<file path="config.mk">
export PLATFORM = sky130hd
export DESIGN_NAME = mem_wb_stage
export DESIGN_NICKNAME = d
export VERILOG_FILES = /design/src/rtl/mips_pkg.sv /design/src/rtl/regfile_2r1w.sv /design/src/rtl/mem_wb_stage.sv
export SDC_FILE = /design/constraint.sdc
export NUM_CORES = 1
export LEC_CHECK = 0
export CAP_MARGIN = 10
export CELL_PAD_IN_SITES_DETAIL_PLACEMENT = 0
export CELL_PAD_IN_SITES_GLOBAL_PLACEMENT = 1
export CORE_MARGIN = 1
export CORE_UTILIZATION = 45
export CTS_BUF_LIST = sky130_fd_sc_hd__clkbuf_4
export CTS_CLUSTER_SIZE = 12
export DETAILED_ROUTE_END_ITERATION = 12
export PLACE_DENSITY = 0.83
export SLEW_MARGIN = 20
export SYNTH_ARGS = -nofsm -noshare
export SYNTH_HDL_FRONTEND = slang
export SYNTH_SLANG_ARGS = --single-unit
</file>
<file path="constraint.sdc">
create_clock -name clk -period 2.6 [get_ports clk]
set_input_delay 0.52 -clock clk [delete_from_list [all_inputs] [get_ports clk]]
set_output_delay 0.52 -clock clk [all_outputs]
set_load 0.03 [all_outputs]
</file>
<file path="src/rtl/mips_pkg.sv">
// mips_pkg: shared widths, load-size encodings and pipeline bundle types for the writeback stage
package mips_pkg;
  localparam int DATA_W = 32;
  localparam int REG_AW = 5;
  localparam logic [1:0] LS_WORD = 2'b00;
  localparam logic [1:0] LS_HALF = 2'b01;
  localparam logic [1:0] LS_BYTE = 2'b10;
  typedef struct packed {
    logic              valid;
    logic [REG_AW-1:0] rd;
    logic              reg_write;
    logic              mem_to_reg;
    logic [1:0]        load_size;
    logic              load_unsigned;
    logic [DATA_W-1:0] alu_result;
  } s1_t;
  typedef struct packed {
    logic              valid;
    logic              we;
    logic [REG_AW-1:0] rd;
    logic [DATA_W-1:0] data;
  } wb_t;
endpackage

</file>
<file path="src/rtl/regfile_2r1w.sv">
// regfile_2r1w: 32x32 register file, two combinational reads, one synchronous write, r0 hard-wired to 0
module regfile_2r1w
  import mips_pkg::*;
(
  input  logic              clk,
  input  logic              we,
  input  logic [REG_AW-1:0] waddr,
  input  logic [DATA_W-1:0] wdata,
  input  logic [REG_AW-1:0] raddr_a,
  input  logic [REG_AW-1:0] raddr_b,
  output logic [DATA_W-1:0] rdata_a,
  output logic [DATA_W-1:0] rdata_b
);
  logic [DATA_W-1:0] mem [32];
  always_ff @(posedge clk)
    if (we && waddr != '0) mem[waddr] <= wdata;
  assign rdata_a = (raddr_a == '0) ? '0 : mem[raddr_a];
  assign rdata_b = (raddr_b == '0) ? '0 : mem[raddr_b];
endmodule

</file>
<file path="src/rtl/mem_wb_stage.sv">
// mem_wb_stage: two-stage memory/writeback pipeline with load alignment and register file.
// Define WB_BYPASS_EN to forward the pending writeback onto the read ports.
module mem_wb_stage
  import mips_pkg::*;
(
  input  logic              clk,
  input  logic              reset,
  input  logic              in_valid,
  input  logic [DATA_W-1:0] alu_result,
  input  logic [REG_AW-1:0] rd,
  input  logic              reg_write,
  input  logic              mem_to_reg,
  input  logic [1:0]        load_size,
  input  logic              load_unsigned,
  input  logic [DATA_W-1:0] mem_rdata,
  input  logic              stall,
  input  logic              flush,
  output logic              wb_valid,
  output logic              wb_we,
  output logic [REG_AW-1:0] wb_rd,
  output logic [DATA_W-1:0] wb_data,
  input  logic [REG_AW-1:0] rs_addr,
  input  logic [REG_AW-1:0] rt_addr,
  output logic [DATA_W-1:0] rs_data,
  output logic [DATA_W-1:0] rt_data
);
  s1_t s1;
  wb_t wb;
  logic [7:0] ld_b;
  logic [15:0] ld_h;
  logic [DATA_W-1:0] ld_val, rf_rs, rf_rt;
  always_comb begin
    ld_b = 8'(mem_rdata >> {s1.alu_result[1:0], 3'b000});
    ld_h = s1.alu_result[1] ? mem_rdata[31:16] : mem_rdata[15:0];
    ld_val = (s1.load_size == LS_BYTE) ? {{24{~s1.load_unsigned & ld_b[7]}}, ld_b} :
             (s1.load_size == LS_HALF) ? {{16{~s1.load_unsigned & ld_h[15]}}, ld_h} :
             mem_rdata;
  end
  // flush overrides stall on the stage-1 valid only; stage 2 just follows stall
  always_ff @(posedge clk or posedge reset)
    if (reset) begin
      s1 <= '0;
      wb <= '0;
    end else begin
      if (!stall) begin
        s1 <= '{valid: in_valid, rd: rd, reg_write: reg_write, mem_to_reg: mem_to_reg,
                load_size: load_size, load_unsigned: load_unsigned, alu_result: alu_result};
        wb <= '{valid: s1.valid, we: s1.valid & s1.reg_write & (s1.rd != '0), rd: s1.rd,
                data: s1.mem_to_reg ? ld_val : s1.alu_result};
      end
      if (flush) s1.valid <= 1'b0;
    end
  assign wb_valid = wb.valid;
  assign wb_we = wb.we;
  assign wb_rd = wb.rd;
  assign wb_data = wb.data;
  regfile_2r1w u_rf (
    .clk(clk), .we(wb.we & ~stall), .waddr(wb.rd), .wdata(wb.data),
    .raddr_a(rs_addr), .raddr_b(rt_addr), .rdata_a(rf_rs), .rdata_b(rf_rt)
  );
`ifdef WB_BYPASS_EN
  assign rs_data = (wb.we && rs_addr == wb.rd) ? wb.data : rf_rs;
  assign rt_data = (wb.we && rt_addr == wb.rd) ? wb.data : rf_rt;
`else
  assign rs_data = rf_rs;
  assign rt_data = rf_rt;
`endif
endmodule

</file>
==> flow_summary_export.csv <==
group,metric,value,unit
timing,worst_setup_skew_after_layout,0.126,ns
synthesis,synth-edff-count,1024,
setup_path,regToRegEndpoint,"wb_data[2]$_DFFE_PP0N_",
power,power.ir.vdd_worst,0.411,mV
clocking,tritoncts_clock_tree,"done",
setup_path,r2r_start,"s1[0]$_DFFE_PP0N_",
timing,timing.slew.headroom,45.6,%
clocking,clkTransAtPathRegs,0.08,ns
setup_path,timing.reg2reg.setup_slack,0.32,ns
synthesis,synth-async-reset-ratio,7.41,%
drt,drt-initial-drc-count,4729,
floorplanning,core.rowCount,123,
synthesis,synth_seq_area_share,64.0,%
layout,area_growth_syn_to_layout,28.7,%
layout,final-instance-count-excl-fill,5299,
synthesis,synth_area_leader_cell,"edfxtp_1",
power,power-per-cell-area,632,mW/mm²
setup_path,crit_arrival,3.02,ns
clocking,numClockSinks,1106,
timing,finalHoldViolCount,0,
setup_path,critPathCaptureType,"output pin",
grt,combined_global_route_utilization_of_all_metal_layers,29.6,%
floorplanning,starting_density_of_the_core,45.5,%
setup_path,crit_path_start_kind,"flip-flop",
place,io_buffer_count,191,
synthesis,synth.lib_cells_used.distinct,52,
setup_path,critPathKind,"flip-flop to output pin",
timing,worst_slack,-0.944,ns
clocking,insertion_delay,1.20,ns
drt,wl,172,mm
grt,antenna_found_initial,10,
timing,maxSlewViolCount,0,
clocking,numCtsBuffers,296,
timing,fin_crit,3.54,ns
drt,routed_via_density,6.52,
power,cellLeakagePower,22.7,nW
synthesis,synth.avg_cell_area,18.3,µm²
clocking,clockRootBuffer,"clkbuf_4",
floorplanning,die_height,340,µm
timing,grt_setup_unrepaired,"true",
drt,first_pass_iters,5,
synthesis,synth-main-ff-cell,"edfxtp_1",
drt,vias,34575,
run,maxCapViolations,0,
place,dp.cells,4741,
place,place_congestion,0.871,
drt,avgRoutedWirePerCell,32.4,µm
layout,final_net_count,3709,
grt,grt_pass1_wl,244,mm
drt,antenna_left,0,
clocking,clockBufferDepth,4,
timing,max_freq,282,MHz
drt,drc,0,
synthesis,mapped_cells,2803,
hold_path,hold_wc_path_type,"primary input to flip-flop",
setup_path,cp_data_required_time,2.08,ns
power,sum_of_internal_switching_and_leakage_power,41.7,mW
synthesis,top_area_cell_type_share_of_the_netlist_area,60.0,%
run_status,status,"finished, violations left",
grt,gr-total-overflow,0,
synthesis,yosysWarningCount,0,
grt,first_global_vias,36005,
floorplanning,fp.dieW,340,µm
synthesis,postSynthRegisterBits,1106,
timing,setup-violations-final,64,
timing,worst_pin_slew,0.796,ns
setup_path,critical_path_peak_fanout,2,
clocking,htree_levels,5,
grt,grt_start_max_net_pins,88,
setup_path,endpoint,"rt_data[17]",
floorplanning,pin_count,192,
synthesis,synthesis.area,0.0513,mm²
place,place.detailed.hpwl,109,mm
layout,layout.area.seq,0.0328,mm²
floorplanning,design.die.area,0.115,mm²
layout,fill_cells,8183,
layout,drive_above_1_share,46.3,%
floorplanning,core-area,0.113,mm²
run_status,failed_checks,"setup timing",
timing,post-route-period-util,136,%
synthesis,synth.top_cells.by_area,"edfxtp_1 (60%), mux4_2 (18%), mux2i_1 (5.2%)",
layout,multi_input_comb_area,0.0199,mm²
setup_path,critPathLaunch,"u_rf.mem[22][17]$_DFFE_PP_",
setup_path,worst_r2r_path_depth,5,
timing,hold-worst-slack,0.131,ns
## worst max-delay path: stages, from the launching register on
cell,delay [ns]
edfxtp_1,0.41
mux4_2,0.50
mux4_2,0.54
o22ai_4,0.17
nor3_4,0.07
buf_12,0.14
## power by group
| part | internal [mW] | total [mW] | switching (mW) |
|---|---|---|---|
| Combinational | 2.77 | 6.64 | 3.87 |
| Clock | 7.29 | 14.3 | 7.01 |
| Sequential | 20.4 | 20.7 | 0.310 |
| Total | 30.5 | 41.7 | 11.2 |
## state kept, by name, indices dropped and copies added (netlist names)
register,count
wb_we,1
wb_data,32
wb_valid,1
u_rf.mem,1024
s1,43
wb_rd,5
## layer usage
layer | track usage, % | wire length, µm | up-vias
li1 | - | - | 13708
met1 | 37.5 | 59600 | 17550
met2 | 46.9 | 80800 | 2814
met3 | 9.12 | 23600 | 499
met4 | 13.6 | 7730 | 4
met5 | 0 | 34 | -
## metrics by stage
stage	TNS [ns]	utilization [%]	area, µm²	setup slack [ns]
6_report	-49.87	58.6	66000	-0.944
5_1_grt	-57.06	58.6	66000	-1.05
4_1_cts	-57.01	58.4	65800	-1.05
3_5_place_dp	-31.41	53.9	60700	-0.675
3_3_place_gp	-30.38	53.9	60700	-0.686
2_1_floorplan	-257.24	-	52900	-0.490
## synth_stat cells, drive strengths merged, types with 4 or more instances
cell     instances
dfrtp           82
o221ai          31
mux4           407
mux2i          264
a21oi           76
o32ai           16
nor2b           44
nor3            49
o22ai           48
edfxtp        1024
nand3           10
mux2            80
clkbuf         137
nand2b          14
or3b             4
a211oi          54
a22oi           64
nor4            18
a21o             7
or3             26
nand2           28
and2            19
inv              4
buf             98
nand3b           8
a2111oi         37
nor2            46
a22o            62
o21ai           26
## placed cells by master (no fill, tap or decap), types with 22 or more instances in the layout
cell             count
nor2_4              32
a22oi_1             64
mux4_2             407
buf_12             167
or3_1               25
conb_1              32
nor3_4              31
a2111oi_4           30
nand2_1             27
a22o_1              52
a211oi_2            34
mux2_2              74
o22ai_2             23
o221ai_1            30
clkdlybuf4s50_1     79
buf_4              367
dfrtp_1             66
clkbuf_4           394
o22ai_1             22
nor2b_1             31
mux2i_1            264
dlygate4sd3_1       50
o21ai_0             26
a21oi_1             74
edfxtp_1          1024
clkinv_1            56
## final cells by class
class                           instances  share of cell area (%)
Inverter                                5                  0.0341
Sequential cell                      1106                    49.7
Multi-Input combinational cell       1488                    30.2
Clock inverter                         81                   0.618
Clock buffer                          394                    4.48
Timing Repair Buffer                  723                    12.1
Tap cell                             1500                    2.84
Antenna cell                            2                 0.00758
## worst min-delay path by stage
stage | from | end | slack (ns) | depth (start not counted)
after floorplan | s1[31]$_DFFE_PP0N_ | s1[31]$_DFFE_PP0N_ | 0.47 | 1
after global placement | s1[15]$_DFFE_PP0N_ | s1[15]$_DFFE_PP0N_ | 0.48 | 1
after detailed placement | s1[22]$_DFFE_PP0N_ | s1[22]$_DFFE_PP0N_ | 0.49 | 1
after CTS | mem_rdata[8] | wb_data[8]$_DFFE_PP0N_ | 0.01 | 3
after global routing | mem_rdata[8] | wb_data[8]$_DFFE_PP0N_ | 0.08 | 3
final | mem_rdata[8] | wb_data[8]$_DFFE_PP0N_ | 0.13 | 3
## cells by family after synthesis
logic type	synth area share (%)
flops	64.0
mux	24.8
compound gates	6.06
simple gates	2.88
buf+inv	2.26
xor+xnor	0.0171
other cells	0.00731
## repair_timing
item / in CTS / in global routing
gates cloned: 0 / 0
hold endpoints to repair: 155 / 0
resized for setup: 276 / 19
pin swaps: 127 / 17
buffers inserted: 41 / 5
hold buffers: 50 / 0
setup endpoints to repair: 103 / 64
Power figures use the tool's default switching activity.
